[config.mk]
export PLATFORM = sky130hd
export DESIGN_NAME = multdiv_sequencer
export DESIGN_NICKNAME = d
export VERILOG_FILES = /design/src/rtl/multdiv_sequencer.sv
export SDC_FILE = /design/constraint.sdc
export NUM_CORES = 1
export LEC_CHECK = 0
export CAP_MARGIN = 30
export CORE_ASPECT_RATIO = 0.8
export CORE_MARGIN = 5
export CORE_UTILIZATION = 43
export CTS_BUF_LIST = sky130_fd_sc_hd__clkbuf_8
export CTS_CLUSTER_SIZE = 28
export DETAILED_ROUTE_END_ITERATION = 6
export PLACE_DENSITY = 0.87
export SLEW_MARGIN = 20
export SYNTH_ARGS = -nofsm -noshare
export SYNTH_HDL_FRONTEND = slang
export SYNTH_SLANG_ARGS = --single-unit
[constraint.sdc]
create_clock -name clock -period 4.86 [get_ports clock]
set_input_delay 1.215 -clock clock [delete_from_list [all_inputs] [get_ports clock]]
set_output_delay 1.215 -clock clock [all_outputs]
set_load 0.02 [all_outputs]
[src/rtl/multdiv_sequencer.sv]
`default_nettype none
// ============================================================================
// Module      : multdiv_sequencer
// Description : Drives the shared iterative mult/div unit for the execute
//               stage. Accepts one request at a time, issues a one-cycle
//               ctrl_MULT/ctrl_DIV start pulse with registered operands,
//               stalls the pipeline until md_resultRDY or a timeout, then
//               returns result/tag/exception/status with a done pulse.
// Ports       : clock, reset (sync, active-high)
//               req_*      : request from execute stage
//               md_*       : operands to / result from the mult/div unit
//               ctrl_MULT, ctrl_DIV : start pulses
//               stall, busy, done   : pipeline control / status
//               result, result_tag, exception, status_code : captured outcome
//               timeout_err         : sticky timeout fault
// Revision    : 1.0 - initial release
// ============================================================================
module multdiv_sequencer #(
    parameter int unsigned TIMEOUT  = 40,
    parameter logic [4:0]  CODE_MUL = 5'd4,
    parameter logic [4:0]  CODE_DIV = 5'd5
) (
    input  logic        clock,
    input  logic        reset,
    input  logic        req_valid,
    input  logic        req_is_div,
    input  logic [4:0]  req_tag,
    input  logic [31:0] operand_a,
    input  logic [31:0] operand_b,
    output logic [31:0] md_operand_a,
    output logic [31:0] md_operand_b,
    output logic        ctrl_MULT,
    output logic        ctrl_DIV,
    input  logic [31:0] md_result,
    input  logic        md_exception,
    input  logic        md_resultRDY,
    output logic        stall,
    output logic        busy,
    output logic        done,
    output logic [31:0] result,
    output logic [4:0]  result_tag,
    output logic        exception,
    output logic [31:0] status_code,
    output logic        timeout_err
);

    localparam int unsigned          c_CNT_W    = (TIMEOUT > 1) ? $clog2(TIMEOUT) : 1;
    localparam logic [c_CNT_W-1:0]   c_CNT_LAST = c_CNT_W'(TIMEOUT - 1);

    localparam logic [1:0] c_S_IDLE   = 2'd0;
    localparam logic [1:0] c_S_LAUNCH = 2'd1;
    localparam logic [1:0] c_S_WAIT   = 2'd2;
    localparam logic [1:0] c_S_DONE   = 2'd3;

    logic [1:0]         r_state;
    logic [1:0]         w_next_state;
    logic [c_CNT_W-1:0] r_cnt;
    logic [31:0]        r_md_a;
    logic [31:0]        r_md_b;
    logic               r_is_div;
    logic [4:0]         r_tag;
    logic [31:0]        r_result;
    logic [4:0]         r_result_tag;
    logic               r_exception;
    logic [31:0]        r_status;
    logic               r_timeout_err;
    logic               w_cnt_last;
    logic [4:0]         w_code;

    assign w_cnt_last = (r_cnt == c_CNT_LAST);
    assign w_code     = r_is_div ? CODE_DIV : CODE_MUL;

    // ------------------------------------------------------------------
    // State register
    // ------------------------------------------------------------------
    always_ff @(posedge clock) begin
        if (reset) begin
            r_state <= c_S_IDLE;
        end else begin
            r_state <= w_next_state;
        end
    end

    // ------------------------------------------------------------------
    // Next-state logic
    // ------------------------------------------------------------------
    always_comb begin
        w_next_state = r_state;
        case (r_state)
            c_S_IDLE:   if (req_valid) w_next_state = c_S_LAUNCH;
            c_S_LAUNCH: w_next_state = c_S_WAIT;
            // RDY and timeout both lead to DONE; which one wins only matters
            // for the captured values in the datapath below.
            c_S_WAIT:   if (md_resultRDY || w_cnt_last) w_next_state = c_S_DONE;
            c_S_DONE:   w_next_state = c_S_IDLE;
            default:    w_next_state = c_S_IDLE;
        endcase
    end

    // ------------------------------------------------------------------
    // Output decode
    // ------------------------------------------------------------------
    always_comb begin
        stall     = 1'b0;
        busy      = 1'b1;
        done      = 1'b0;
        ctrl_MULT = 1'b0;
        ctrl_DIV  = 1'b0;
        case (r_state)
            c_S_IDLE: begin
                // Stall in the very cycle the request appears so the
                // instruction stays in execute while the unit runs.
                stall = req_valid;
                busy  = 1'b0;
            end
            c_S_LAUNCH: begin
                stall     = 1'b1;
                ctrl_DIV  = r_is_div;
                ctrl_MULT = ~r_is_div;
            end
            c_S_WAIT: begin
                stall = 1'b1;
            end
            c_S_DONE: begin
                done = 1'b1;
            end
            default: begin
                busy = 1'b0;
            end
        endcase
    end

    // ------------------------------------------------------------------
    // Datapath: operand capture, cycle counter, result capture
    // ------------------------------------------------------------------
    always_ff @(posedge clock) begin
        if (reset) begin
            r_cnt         <= '0;
            r_md_a        <= '0;
            r_md_b        <= '0;
            r_is_div      <= 1'b0;
            r_tag         <= '0;
            r_result      <= '0;
            r_result_tag  <= '0;
            r_exception   <= 1'b0;
            r_status      <= '0;
            r_timeout_err <= 1'b0;
        end else begin
            case (r_state)
                c_S_IDLE: begin
                    if (req_valid) begin
                        r_md_a   <= operand_a;
                        r_md_b   <= operand_b;
                        r_is_div <= req_is_div;
                        r_tag    <= req_tag;
                    end
                end
                c_S_LAUNCH: begin
                    r_cnt <= '0;
                end
                c_S_WAIT: begin
                    r_cnt <= r_cnt + 1'b1;
                    if (md_resultRDY) begin
                        r_result     <= md_exception ? 32'd0 : md_result;
                        r_exception  <= md_exception;
                        r_status     <= md_exception ? {27'd0, w_code} : 32'd0;
                        r_result_tag <= r_tag;
                    end else if (w_cnt_last) begin
                        r_result      <= 32'd0;
                        r_exception   <= 1'b1;
                        r_status      <= {27'd0, w_code};
                        r_result_tag  <= r_tag;
                        r_timeout_err <= 1'b1;
                    end
                end
                default: begin
                end
            endcase
        end
    end

    assign md_operand_a = r_md_a;
    assign md_operand_b = r_md_b;
    assign result       = r_result;
    assign result_tag   = r_result_tag;
    assign exception    = r_exception;
    assign status_code  = r_status;
    assign timeout_err  = r_timeout_err;

endmodule
`default_nettype wire

Word level (Yosys, flattened, before mapping) --
Index checks and enable logic that the tools add are counted.
Storage, ports and cells: register bits after elaboration 149, bits in latches 0, logic and storage cells 49, memories 0, bits in read-only memories 0, RAM bits 0, input port bits 107
Cells by class: reductions and logical operators 9, div/mod/pow operators 0, bitwise operators 2, order comparisons 0, multiply operators 0, $add $sub $neg 1, mux-type cells 20, equality and inequality tests 6, shift operators 0
Operator list (count):
- 2-to-1 mux 32 bit | 5
- one-hot mux 6 bit (2 select lines) | 1
- 2-to-1 mux 5 bit | 2
- one-hot mux 2 bit (4 select lines) | 1
- 2-to-1 mux 1 bit | 7
- adder 6 x 1 -> 6 bit (second input constant) | 1
- == test 6 bit (second input constant) | 1
- AND reduction 2 bit | 3
- == test 2 bit (second input constant) | 2
- 2-to-1 mux 2 bit | 2
- != test 2 bit (second input constant) | 2
- nonzero test 2 bit | 2
- 2-to-1 mux 3 bit | 1
- AND reduction 3 bit | 1
- == test 2 x 1 -> 1 bit (second input constant) | 1
- logical NOT 2 bit | 1
- NOT 1 bit | 2
- one-hot mux 1 bit (2 select lines) | 1
- OR reduction 2 bit | 1
- logical OR 1 bit | 1

Longest topological paths before layout --
word-level depth 4, mapped depth 9, gate-level depth less buffers 6

Worst setup path before layout --
OpenSTA, ideal clock, no wires.
path type input to output, start input port req_valid, end output port stall, stages on the path 5, path slack 1.572 ns, data arrival time 2.073 ns, path through and2_1 -> buf_2 -> clkbuf_1 -> nor2_1 -> nor2_1
Between the ends: word-level cells in the longest chain between the ends 1
Ends and longest elaborated chain:
- from (decl) | line 25 | input logic req_valid,
- one-hot mux 1 bit (2 select lines) | line 109 | case (r_state)
- to (decl) | line 37 | output logic stall,
No other way between the ends.

Final worst setup path --
Same ends and word-level chain as after synthesis.

==> results.toml <==
[setup_path]
cp-end-kind = "output port"
crit_type = "in2out"
crit_buf_inv = 2
crit_required_ns = 3.64
path_delay_family = "buffers and inverters"
cpPeakStageDelay_ns = 0.61
path_cells = "clkdlybuf4s50_1 -> and2_2 -> nor2_1 -> nor2_1 -> clkdlybuf4s50_1"
crit_arrival_ns = 2.68
crit_path_start_kind = "primary input"
critPathSlowestCell = "clkdlybuf4s50_1"
path_max_fanout = 3

[run_status]
status = "completed"

[yosys]
synth-edff-count = 0
ys_seq_area_share_pct = 51.5
synth_area_per_cell_um2 = 7.97
ys_warn_count = 0
synth.largest_area_cell = "dfxtp_1"
synth_top_area_share_pct = 51.5
yosysMostFrequentCell = "nand2_1"
synthTopCellsByArea = "dfxtp_1 52%, nand2_1 15%, a21oi_1 12%"
synth-seq-cells = 118
synth.top_cells.by_count = "188 x nand2_1, 118 x dfxtp_1, 112 x a21oi_1"
synth_cells = 575
synthFlopType = "dfxtp_1"
syn_area_um2 = 4580
async_reset_ff_share_pct = 0
yosysUniqueCellTypes = 29

[placement]
placed_cell_area_um2 = 6660
dpl.cell_count = 892
dp_hpwl_um = 9690
gp_congestion = 0.798
port-buffer-count = 216

[final_layout]
final_cells = 924
postLayoutCoreUtil_pct = 68.7
nets = 884
final_area_um2 = 7090
antenna_cells = 0
drive_gt1_share_pct = 5.10
area_growth_pct = 54.6

[power_and_ir_drop]
clkPwrFrac_pct = 30.9
sw_frac_of_total_pct = 32.9
p_sw_mw = 1.02
power_frac_seq_pct = 37.8
ir_worst_vdd_v = 0.000245
power_leakage_nw = 2.58
intPower_mw = 2.08
pwr-share-comb_pct = 31.3
power_density_nw_per_um2 = 437
p_total_mw = 3.10

[routing]
drc = 0
drtIter0Drc = 275
viasPerCell = 4.79
wl_um = 13400
first_pass_iters = 4
dr_total_vias = 4428
avgRoutedWirePerCell_um = 14.5
drtAntennaViolNets = 0

[cts]
clockBufferDepth = 2
cts_made_buffers = 17
cts_resized = 0
cts_tree = "yes"
clkTransAtPathRegs_ns = 0.07
post_cts.repair.setup_buffers = 0
cts_max_level = 4
numClockSinks = 118
cts_root_buf = "clkbuf_8"
ctsHoldBuffers = 0
worstSkewPairLatency_ns = 0.43

[floorplan]
start_util_pct = 44.4
die_y_um = 102
rows = 33
dieArea_um2 = 12800
core_um2 = 10300
fp.dieW_um = 125
ioPinCount = 247

[grt]
grt_overflow = 0
antenna_found_initial = 0
grt_use_total_pct = 20.0
grt_pass1_vias = 4477
grt_max_degree = 71
grt_pass1_wl_um = 20800

[sta]
fmax_mhz = 257
clock_skew_ns = 0.00973
setup_tns_ns = 0
slew_headroom_pct = 48.6
setup_viol = 0
period_minus_slack_ns = 3.89
min_period_over_period_pct = 80.1
worstMarginPinSlew_ns = 0.769
hold_violations = 0
slew_viol_final = 0
rsz0062_at_grt = "false"

[run]
max_cap_viol_count = 0

[worst_hold_path]
hold_path_class = "reg2reg"
## cells by family (layout without fill, tap and decap cells)
family | count (synthesis) | count (layout) | share of synthesized area [%]
and+or+nand+nor | 247 | 247 | 22.5
AOI/OAI and AO/OA | 121 | 121 | 13.6
DFF | 118 | 118 | 51.5
buffers and inverters | 78 | 258 | 9.91
adders and majority gates | 6 | 6 | 1.64
xor gates and xnor gates | 3 | 3 | 0.573
other | 1 | 30 | 0.0818
muxes | 1 | 1 | 0.218
## final cells by class
| type | instances | area (um^2) |
|---|---|---|
| fill | 822 | 3230 |
| sequential | 118 | 2360 |
| timing repair buffer | 220 | 2200 |
| multi-input combinational | 408 | 1890 |
| clock buffer | 18 | 248 |
| clock inverter | 14 | 185 |
| tap | 140 | 175 |
| inverter | 6 | 22.5 |
## metrics by stage
| stage | hold slack (ns) | setup WS (ns) |
|---|---|---|
| 6_report | 0.455 | 0.965 |
| 5_1_grt | 0.470 | 0.903 |
| 4_1_cts | 0.454 | 0.965 |
| 3_5_place_dp | 0.444 | 0.966 |
| 3_3_place_gp | 0.439 | 1.03 |
| 2_1_floorplan | 0.437 | 1.57 |
## per-layer routing
layer	GRT usage, %	up-vias	part of all wire [%]
met4	8.08	0	1.9
met3	8.46	23	9.3
li1	-	2196	-
met2	35.5	171	50
met5	0	-	0
met1	21.3	2038	38
## final timing paths
path | start | to | slack (ns) | depth (start not counted)
worst max-delay path | req_valid | stall | 0.97 | 5
worst min-delay path | result[29] | result[29] | 0.45 | 2
worst max register to register | r_state[0] | result[23] | 2.94 | 7
worst min register to register | result[29] | result[29] | 0.45 | 2
## tightest hold or removal path: cells and delay by family (launching register included)
kind,cells,cell delay (ns)
AOI/OAI and AO/OA,1,0.05
and+or+nand+nor,1,0.05
DFF,1,0.31
## power by group through the flow
stage	registers, mW	logic [mW]	clock network, mW
2_1_floorplan	1.32	0.430	0
3_3_place_gp	1.18	0.951	0
3_5_place_dp	1.19	0.974	0
4_1_cts	1.17	0.980	0.984
5_1_grt	1.19	1.05	1.03
6_report	1.17	0.970	0.956
## placed cells by master, fill, tap and decap left out, types with 3 or more instances in the layout
master	Yosys	routed
nor2_1	10	9
ha_1	6	6
nand2b_1	4	4
a21oi_1	112	112
nand2_1	188	187
conb_1	1	30
clkinvlp_4	0	4
buf_4	35	4
clkdlybuf4s50_1	0	215
o21ai_0	3	3
bufinv_16	0	4
inv_1	6	8
nand4_1	3	3
dfxtp_1	118	118
nand3_1	33	33
clkbuf_8	0	18
xor2_1	3	3
## flip-flops by register name, indices dropped and copies added, names as in the netlist
| signal | flops |
|---|---|
| r_tag | 5 |
| status_code | 2 |
| result_tag | 5 |
| result | 32 |
| md_operand_b | 32 |
| r_state | 2 |
| r_is_div | 1 |
| r_cnt | 6 |
| md_operand_a | 32 |
| timeout_err | 1 |
No activity file was read; power rests on OpenSTA's default activity.
